**src/rtl/cpu_arb_pkg.sv**
```systemverilog
// Shared types and constants for the CPU / UART-programmer memory port arbiter.
package cpu_arb_pkg;

  typedef enum logic [1:0] {
    RUN     = 2'd0,
    DRAIN   = 2'd1,
    UPG     = 2'd2,
    RELEASE = 2'd3
  } arb_state_e;

  // Programmer address bit that picks dmem over imem; equals the default ADDR_W.
  localparam int MEM_SEL_BIT = 14;
  localparam int WCOUNT_W    = 16;
  localparam int REL_CNT_W   = 8;

endpackage

```
**src/rtl/mem_port_arbiter_rise_detect.sv**
```systemverilog
// Registered rising-edge detector; the previous-value register clears on reset.
module rise_detect (
  input  logic clk,
  input  logic rst,
  input  logic d,
  output logic rise
);

  logic prev;

  always_ff @(posedge clk or negedge rst) begin
    if (!rst) prev <= 1'b0;
    else      prev <= d;
  end

  assign rise = d & ~prev;

endmodule

```
**src/rtl/mem_port_arbiter.sv**
```systemverilog
// Hands the imem/dmem write ports to the UART programmer while the CPU is held
// in reset, and gives dmem back to the CPU after a fixed reset-hold period.
module mem_port_arbiter
  import cpu_arb_pkg::*;
#(
  parameter int ADDR_W         = MEM_SEL_BIT,
  parameter int DATA_W         = 32,
  parameter int RELEASE_CYCLES = 4            // legal range 1..255
) (
  input  logic                clk,
  input  logic                rst,
  input  logic                upg_req_i,
  input  logic                upg_wen_i,
  input  logic [ADDR_W:0]     upg_adr_i,
  input  logic [DATA_W-1:0]   upg_dat_i,
  input  logic                upg_done_i,
  input  logic                cpu_wen_i,
  input  logic [ADDR_W-1:0]   cpu_adr_i,
  input  logic [DATA_W-1:0]   cpu_dat_i,
  output logic                cpu_hold_o,
  output logic                cpu_rst_n_o,
  output logic                imem_wen_o,
  output logic [ADDR_W-1:0]   imem_adr_o,
  output logic [DATA_W-1:0]   imem_dat_o,
  output logic                dmem_wen_o,
  output logic [ADDR_W-1:0]   dmem_adr_o,
  output logic [DATA_W-1:0]   dmem_dat_o,
  output logic                upg_busy_o,
  output logic                upg_abort_o,
  output logic [WCOUNT_W-1:0] upg_wcount_o
);

  localparam logic [REL_CNT_W-1:0] REL_LOAD = REL_CNT_W'(RELEASE_CYCLES - 1);

  arb_state_e           state;
  logic                 req_rise;
  logic                 alive;
  logic [REL_CNT_W-1:0] rel_cnt;
  logic [WCOUNT_W-1:0]  wcount;
  logic                 abort;
  logic                 sel_dmem;

  assign sel_dmem = upg_adr_i[ADDR_W];

  rise_detect u_req_rise (
    .clk  (clk),
    .rst  (rst),
    .d    (upg_req_i),
    .rise (req_rise)
  );

  always_ff @(posedge clk or negedge rst) begin
    if (!rst) begin
      state   <= RUN;
      alive   <= 1'b0;
      rel_cnt <= '0;
      wcount  <= '0;
      abort   <= 1'b0;
    end else begin
      alive <= 1'b1;
      case (state)
        RUN: begin
          if (req_rise) begin
            state  <= DRAIN;
            wcount <= '0;
            abort  <= 1'b0;
          end
        end
        DRAIN: state <= UPG;
        UPG: begin
          // A write in the same cycle as done still counts.
          if (upg_wen_i && (wcount != '1)) wcount <= wcount + WCOUNT_W'(1);
          if (upg_done_i || !upg_req_i) begin
            state   <= RELEASE;
            rel_cnt <= REL_LOAD;
            if (!upg_done_i) abort <= 1'b1;
          end
        end
        RELEASE: begin
          if (rel_cnt == '0) state <= RUN;
          else               rel_cnt <= rel_cnt - REL_CNT_W'(1);
        end
        default: state <= RUN;
      endcase
    end
  end

  // alive gates CPU stores so nothing reaches dmem while reset is applied.
  always_comb begin
    imem_wen_o = 1'b0;
    imem_adr_o = upg_adr_i[ADDR_W-1:0];
    imem_dat_o = upg_dat_i;
    dmem_wen_o = 1'b0;
    dmem_adr_o = cpu_adr_i;
    dmem_dat_o = cpu_dat_i;
    case (state)
      RUN: dmem_wen_o = alive & cpu_wen_i;
      UPG: begin
        imem_wen_o = upg_wen_i & ~sel_dmem;
        dmem_wen_o = upg_wen_i & sel_dmem;
        dmem_adr_o = upg_adr_i[ADDR_W-1:0];
        dmem_dat_o = upg_dat_i;
      end
      default: ;
    endcase
  end

  assign upg_busy_o   = (state != RUN);
  assign cpu_hold_o   = upg_busy_o;
  assign cpu_rst_n_o  = alive & ((state == RUN) || (state == DRAIN));
  assign upg_abort_o  = abort;
  assign upg_wcount_o = wcount;

endmodule

```
**config.mk**
```make
export PLATFORM = sky130hd
export DESIGN_NAME = mem_port_arbiter
export DESIGN_NICKNAME = d
export VERILOG_FILES = /design/src/rtl/cpu_arb_pkg.sv /design/src/rtl/mem_port_arbiter_rise_detect.sv /design/src/rtl/mem_port_arbiter.sv
export SDC_FILE = /design/constraint.sdc
export NUM_CORES = 1
export LEC_CHECK = 0
export CAP_MARGIN = 20
export CORE_UTILIZATION = 36
export DETAILED_ROUTE_END_ITERATION = 7
export HOLD_SLACK_MARGIN = 0.03
export PLACE_DENSITY = 0.87
export SLEW_MARGIN = 15
export SYNTH_ARGS = -nofsm -noshare
export SYNTH_HDL_FRONTEND = slang
export SYNTH_SLANG_ARGS = --single-unit
export TNS_END_PERCENT = 10
```
**constraint.sdc**
```tcl
create_clock -name clk -period 6.2 [get_ports clk]
set_input_delay 1.86 -clock clk [delete_from_list [all_inputs] [get_ports clk]]
set_output_delay 1.86 -clock clk [all_outputs]
set_load 0.01 [all_outputs]
```
==> results of run 1 <==
-- placed cells by master (no fill, tap or decap), types with 2 or more instances in the layout --
| cell | n |
|---|---|
| clkdlybuf4s50_1 | 212 |
| mux2_2 | 46 |
| dfrtp_1 | 29 |
| nand2_1 | 17 |
| nand3_1 | 15 |
| o311ai_0 | 10 |
| inv_1 | 9 |
| a21oi_1 | 8 |
| o31ai_1 | 8 |
| nor2_1 | 7 |
| clkbuf_8 | 7 |
| ha_1 | 6 |
| nand4_1 | 5 |
| nor4_1 | 5 |
| mux2i_1 | 5 |
| and4_1 | 4 |
| and2_1 | 4 |
| o211ai_1 | 4 |
| o21ai_0 | 4 |
| and3_1 | 3 |
| nand2b_1 | 3 |
| nor3_1 | 3 |
| buf_4 | 3 |
| o21a_1 | 2 |
| or3_1 | 2 |
| and3b_1 | 2 |
| a41o_1 | 2 |
| or4_1 | 2 |
| o41ai_1 | 2 |
| nand3b_1 | 2 |
-- where the power goes --
group / internal [mW] / switching (mW) / total, mW
Clock: 0.100 / 0.0735 / 0.174
Sequential: 0.234 / 0.0565 / 0.290
Combinational: 0.530 / 0.396 / 0.926
Total: 0.864 / 0.526 / 1.39
-- cells by family (layout without fill, tap and decap cells) --
family / Yosys count / after routing / synth area share, %
AO/OA/AOI/OAI: 49 / 49 / 13.9
flip-flops: 29 / 29 / 27.1
other: 1 / 1 / 0.140
buffers and inverters: 69 / 232 / 16.3
multiplexers: 52 / 52 / 21.8
adder cells (fa/ha/maj): 7 / 7 / 3.27
AND/OR/NAND/NOR: 82 / 82 / 17.6
-- state kept, by name, summed over array words and instances (netlist names) --
register,count
state,2
upg_wcount_o,16
u_req_rise.prev,1
rel_cnt,8
upg_abort_o,1
alive,1
-- per-stage QoR --
step	utilization, %	instance area [um2]	setup WS [ns]	total power, mW	hold WS, ns
after CTS	64.3	4640	1.13	1.39	0.513
after global routing	64.4	4650	1.05	1.49	0.545
after global placement	62.9	4540	1.14	1.19	0.479
after floorplan	-	2680	2.20	0.806	0.465
after detailed placement	62.9	4540	1.13	1.21	0.488
final	64.4	4650	1.15	1.39	0.515
-- cell type report --
cell class	instances	share of cell area (%)
Timing Repair Buffer	215	46.1
Tap cell	99	2.66
Clock inverter	1	0.108
Inverter	9	0.727
Sequential cell	29	15.6
Clock buffer	7	2.07
Multi-Input combinational cell	191	32.7
-- cells in the mapped netlist, types with 2 or more instances --
| cell type | count | share of area [%] |
|---|---|---|
| nand3_1 | 15 | 2.8 |
| nand4_1 | 5 | 1.2 |
| o21a_1 | 2 | 0.56 |
| clkbuf_1 | 9 | 1.3 |
| nand2_1 | 17 | 2.4 |
| and3b_1 | 2 | 0.65 |
| o211ai_1 | 4 | 1.1 |
| o31ai_1 | 8 | 2.2 |
| o41ai_1 | 2 | 0.65 |
| or3_1 | 2 | 0.47 |
| nor4_1 | 5 | 1.2 |
| inv_1 | 9 | 1.3 |
| a21oi_1 | 8 | 1.5 |
| o21ai_0 | 4 | 0.75 |
| or4_1 | 2 | 0.56 |
| nand2b_1 | 3 | 0.70 |
| and2_1 | 4 | 0.93 |
| nor2_1 | 7 | 0.98 |
| o311ai_0 | 10 | 3.3 |
| and3_1 | 3 | 0.70 |
| mux2i_1 | 5 | 1.9 |
| nand3b_1 | 2 | 0.56 |
| ha_1 | 7 | 3.3 |
| a41o_1 | 2 | 0.75 |
| nor3_1 | 3 | 0.56 |
| buf_4 | 47 | 13 |
| buf_1 | 4 | 0.56 |
| mux2_2 | 46 | 19 |
| dfrtp_1 | 29 | 27 |
| and4_1 | 4 | 1.3 |
-- metal layers --
metal / vias to the layer above / GRT usage, % / share of wire, %
li1: 1362 / - / -
met1: 1346 / 25.7 / 37
met2: 154 / 42.0 / 51
met3: 17 / 5.50 / 9.0
met4: 0 / 8.50 / 2.0
met5: - / 0 / 0
-- critical path, stage by stage --
cell             delay [ns]
clkdlybuf4s50_1        0.56
nand2_1                0.10
nor2_1                 0.13
clkdlybuf4s50_1        0.55
-- worst max-delay path by stage --
| stage | slack, ns | end | depth (start not counted) |
|---|---|---|---|
| after floorplan | 2.20 | dmem_adr_o[0] | 1 |
| after global placement | 1.14 | imem_wen_o | 4 |
| after detailed placement | 1.13 | imem_wen_o | 4 |
| after CTS | 1.13 | imem_wen_o | 4 |
| after global routing | 1.05 | imem_wen_o | 4 |
| final | 1.15 | imem_wen_o | 4 |
==> reports/qor.csv, run 1 <==
stage,metric,value,unit
sta,fin crit share,81.5,%
min_path,hold_sp,rel_cnt[5]$_DFFE_PN0P_,
worst_setup_path,r2r setup slk,3.49,ns
grt,first-pass GRT wire length,13.8,mm
grt,gr usage total,22.9,%
cts,CTS Root Cell,clkbuf_8,
sta,Worst slew margin,38.8,%
logic_synthesis,Avg Inst Size Synth,9.27,um2
route,post-route ant nets,0,
sta,fmax,198,MHz
route,drt first pass iters,4,
logic_synthesis,number of flops mapped to enable cells by yosys,0,
placed_design,Placer Congestion,0.854,
route,drt total wl,8.93,mm
final_layout,Fillers,601,
sta,Final min period,5.05,ns
outcome,status,finished clean,
worst_setup_path,CP Data Required Time,4.34,ns
logic_synthesis,Post-synth ARST share,100,%
cts,hold_buf cts,0,
grt,vias in the first global route,2824,
logic_synthesis,Synth Warn #,0,
worst_setup_path,Setup crit start kind,primary input,
worst_setup_path,Reg2Reg Depth,6,
worst_setup_path,worst reg2reg endpoint,upg_wcount_o[11]$_DFFE_PN0P_,
final_layout,Layout Nets,557,
placed_design,Cells after DPL,542,
sta,Worst Tran Pin Value,0.918,ns
route,routed via count,2879,
logic_synthesis,dominant synthesized flop cell,dfrtp_1,
worst_setup_path,CP max FO,5,
logic_synthesis,syn nets,395,
placed_design,HPWL after detailed placement,7.07,mm
cts,clock-pin slew on the worst setup and hold paths,0.06,ns
cts,CTS max path bufs,2,
route,DR DRC count,0,
final_layout,Syn-to-layout area delta,73.6,%
sta,RSZ-0062 raised after global routing,false,
cts,cts bufs inserted,5,
grt,Overflow after GRT,0,
final_layout,Antenna Cells,0,
grt,antenna violations before repair,0,
cts,htree depth,2,
logic_synthesis,register area share after synthesis,27.1,%
sta,"Hold Vio Cnt, Final",0,
sta,Final Max Tran Viols,0,
logic_synthesis,synthesized instance count,289,
floorplanning,die area,7790,um2
final_layout,multi-input logic area,1520,um2
logic_synthesis,Yosys reg bits,29,
flow_run,max cap viols,0,
route,DR vias/cell,5.23,
floorplanning,Die X,88.3,um
min_path,Worst Hold Depth,1,
route,number of DRC markers in iteration 0,155,
floorplanning,Starting Density,37.1,%
worst_setup_path,CP Capture Type,primary output,
floorplanning,IO Pins,213,
cts,post-CTS setup buffers,0,
power,Cell Pwr Density,299,nW/um2
grt,largest net degree at the start of global routing,46,
logic_synthesis,Cell variety after synth,49,
floorplanning,core area,7210,um2
logic_synthesis,Mapped Area,2680,um2
cts,Worst-Skew Late Latency,0.29,ns
power,leakage power,1.82,nW
worst_setup_path,Critical Path AT,3.19,ns
final_layout,Reg area,726,um2
cts,cts repair resizes,0,
cts,CTS tree,done,
sta,Setup TNS Final,0,ns
worst_setup_path,worst r2r src,state[0]$_DFFE_PN0P_,
worst_setup_path,Worst Setup SP,upg_wen_i,
power,maximum VDD drop,163,uV
final_layout,post-route insts no fill,551,
placed_design,I/O Buffers,212,
min_path,HP Class,reg2reg,
sta,Clock Skew,0.00578,ns
sta,Final setup viols,0,
floorplanning,Rows,31,
cts,CTS Sinks,29,
route,WL/cell,16.2,um
final_layout,share of cells above drive strength 1,14.6,%
floorplanning,die height,88.3,um
worst_setup_path,WS Path Type,in2out,
min_path,Min-Delay Endpoint,rel_cnt[5]$_DFFE_PN0P_,
Note: power is estimated with default switching activity, not from simulation.
==> run 2: changes to the inputs <==
--- a/config.mk
+++ b/config.mk
@@ -6,10 +6,10 @@
 export NUM_CORES = 1
 export LEC_CHECK = 0
 export CAP_MARGIN = 20
-export CORE_UTILIZATION = 36
+export CORE_UTILIZATION = 34
 export DETAILED_ROUTE_END_ITERATION = 7
 export HOLD_SLACK_MARGIN = 0.03
-export PLACE_DENSITY = 0.87
+export PLACE_DENSITY = 0.83
 export SLEW_MARGIN = 15
 export SYNTH_ARGS = -nofsm -noshare
 export SYNTH_HDL_FRONTEND = slang
==> constraint.sdc (replaced) <==
create_clock -name clk -period 5.14 [get_ports clk]
set_input_delay 1.542 -clock clk [delete_from_list [all_inputs] [get_ports clk]]
set_output_delay 1.542 -clock clk [all_outputs]
set_load 0.01 [all_outputs]
==> run 2 against run 1 <==
  * Sequential share of layout area is 0.088 points lower
  * Global-route usage down 1.1 points
  * Final cell count rose by 0.91%
==> reports/qor.csv, run 2 (same netlist as run 1, synthesis figures left out) <==
stage,metric,value,unit
sta,"Hold Vio Cnt, Final",0,
final_layout,share of cells above drive strength 1,14.8,%
worst_setup_path,Setup crit start kind,primary input,
grt,vias in the first global route,2759,
grt,grt met1 use,23.6,%
cts,htree depth,2,
flow_run,max cap viols,0,
cts,clock-pin slew on the worst setup and hold paths,0.06,ns
worst_setup_path,worst r2r src,state[0]$_DFFE_PN0P_,
route,routed via count,2909,
route,drt total wl,9.23,mm
worst_setup_path,Critical Path AT,2.88,ns
power,leakage power,1.83,nW
floorplanning,IO Pins,213,
route,post-route ant nets,0,
floorplanning,Starting Density,34.8,%
placed_design,HPWL after detailed placement,7.17,mm
min_path,HP Class,reg2reg,
outcome,status,finished clean,
sta,fin crit share,86.0,%
floorplanning,die height,90.8,um
final_layout,"commonest non-fill, non-tap cells in the layout","212 x clkdlybuf4s50_1, 46 x mux2_2, 29 x dfrtp_1, 17 x nand2_1, 15 x nand3_1",
cts,CTS max path bufs,2,
floorplanning,Rows,32,
sta,Final setup viols,0,
route,DR vias/cell,5.23,
power,Cell Pwr Density,363,nW/um2
floorplanning,Die X,90.8,um
min_path,hold_sp,rel_cnt[5]$_DFFE_PN0P_,
worst_setup_path,WS Path Type,in2out,
power,maximum VDD drop,178,uV
sta,Final min period,4.42,ns
route,DR DRC count,0,
grt,Overflow after GRT,0,
worst_setup_path,CP Data Required Time,3.60,ns
route,drt first pass iters,6,
final_layout,Syn-to-layout area delta,74.5,%
route,WL/cell,16.6,um
sta,fmax,226,MHz
grt,M3 GR Usage,6.31,%
grt,antenna violations before repair,1,
floorplanning,core area,7690,um2
grt,M2 GR Usage,39.5,%
floorplanning,die area,8240,um2
grt,largest net degree at the start of global routing,50,
sta,Clock Skew,0.0100,ns
worst_setup_path,CP Capture Type,primary output,
placed_design,Placer Congestion,0.897,
grt,GR peak layer,met2,
sta,Worst Tran Pin Value,0.606,ns
final_layout,max reg flops,16,
grt,gr usage total,21.8,%
sta,Final Max Tran Viols,0,
worst_setup_path,Worst Setup SP,upg_wen_i,
final_layout,Layout Nets,558,
placed_design,I/O Buffers,212,
cts,cts repair resizes,0,
route,number of DRC markers in iteration 0,148,
cts,CTS Sinks,29,
worst_setup_path,CP max FO,5,
cts,CTS tree,done,
grt,first-pass GRT wire length,14.2,mm
cts,post-CTS setup buffers,0,
cts,cts bufs inserted,5,
sta,Worst slew margin,59.6,%
final_layout,"most common cell after layout, fill and taps aside",clkdlybuf4s50_1,
sta,RSZ-0062 raised after global routing,false,
cts,CTS Root Cell,clkbuf_8,
cts,hold_buf cts,0,
power,post-layout power,1.70,mW
sta,Setup TNS Final,0,ns
cts,Worst-Skew Late Latency,0.29,ns
==> run 2: layout make-up <==
| class | count | area [um2] |
|---|---|---|
| inverters | 9 | 33.8 |
| repair buffers | 216 | 2160 |
| multi-input cells | 191 | 1520 |
| clock buffers | 7 | 96.3 |
| flip-flops and latches | 29 | 726 |
| fillers | 659 | 3010 |
| well taps | 102 | 128 |
| diodes | 1 | 2.50 |
| clock inverters | 1 | 5.00 |
==> run 2: path summary, 6_finish.rpt <==
kind	end	slack (ns)	cells past startpoint
setup reg to reg	upg_wcount_o[10]$_DFFE_PN0P_	2.20	9
min in group asynchronous	upg_wcount_o[9]$_DFFE_PN0P_	1.64	2
max in group asynchronous	rel_cnt[5]$_DFFE_PN0P_	3.21	2
setup / recovery	imem_wen_o	0.72	4
hold / removal	rel_cnt[5]$_DFFE_PN0P_	0.51	1
hold reg to reg	rel_cnt[5]$_DFFE_PN0P_	0.51	1
==> run 2: metrics by stage <==
| step | util (%) | hold slack (ns) | instances | setup slack [ns] | area (um2) |
|---|---|---|---|---|---|
| after floorplan | - | 0.465 | 289 | 1.68 | 2680 |
| after global placement | 59.1 | 0.487 | 545 | 0.699 | 4540 |
| after detailed placement | 59.1 | 0.498 | 545 | 0.688 | 4540 |
| after CTS | 60.4 | 0.507 | 553 | 0.686 | 4650 |
| after global routing | 60.8 | 0.525 | 556 | 0.604 | 4680 |
| final | 60.8 | 0.507 | 556 | 0.721 | 4680 |
==> run 2: worst max-delay path, cell delays in order <==
cell,delay [ns]
clkdlybuf4s50_1,0.55
nand2_1,0.10
nor2_1,0.12
clkdlybuf4s50_1,0.55
==> run 2: power breakdown <==
group / internal (mW) / total, mW / switching, mW
Combinational: 0.653 / 1.14 / 0.485
Sequential: 0.282 / 0.347 / 0.0655
Clock: 0.121 / 0.212 / 0.0910
==> run 2: per-layer routing <==
metal | up-vias | part of all wire [%]
li1 | 1358 | -
met1 | 1343 | 36
met2 | 186 | 52
met3 | 22 | 9.3
met4 | 0 | 3.2
met5 | - | 0
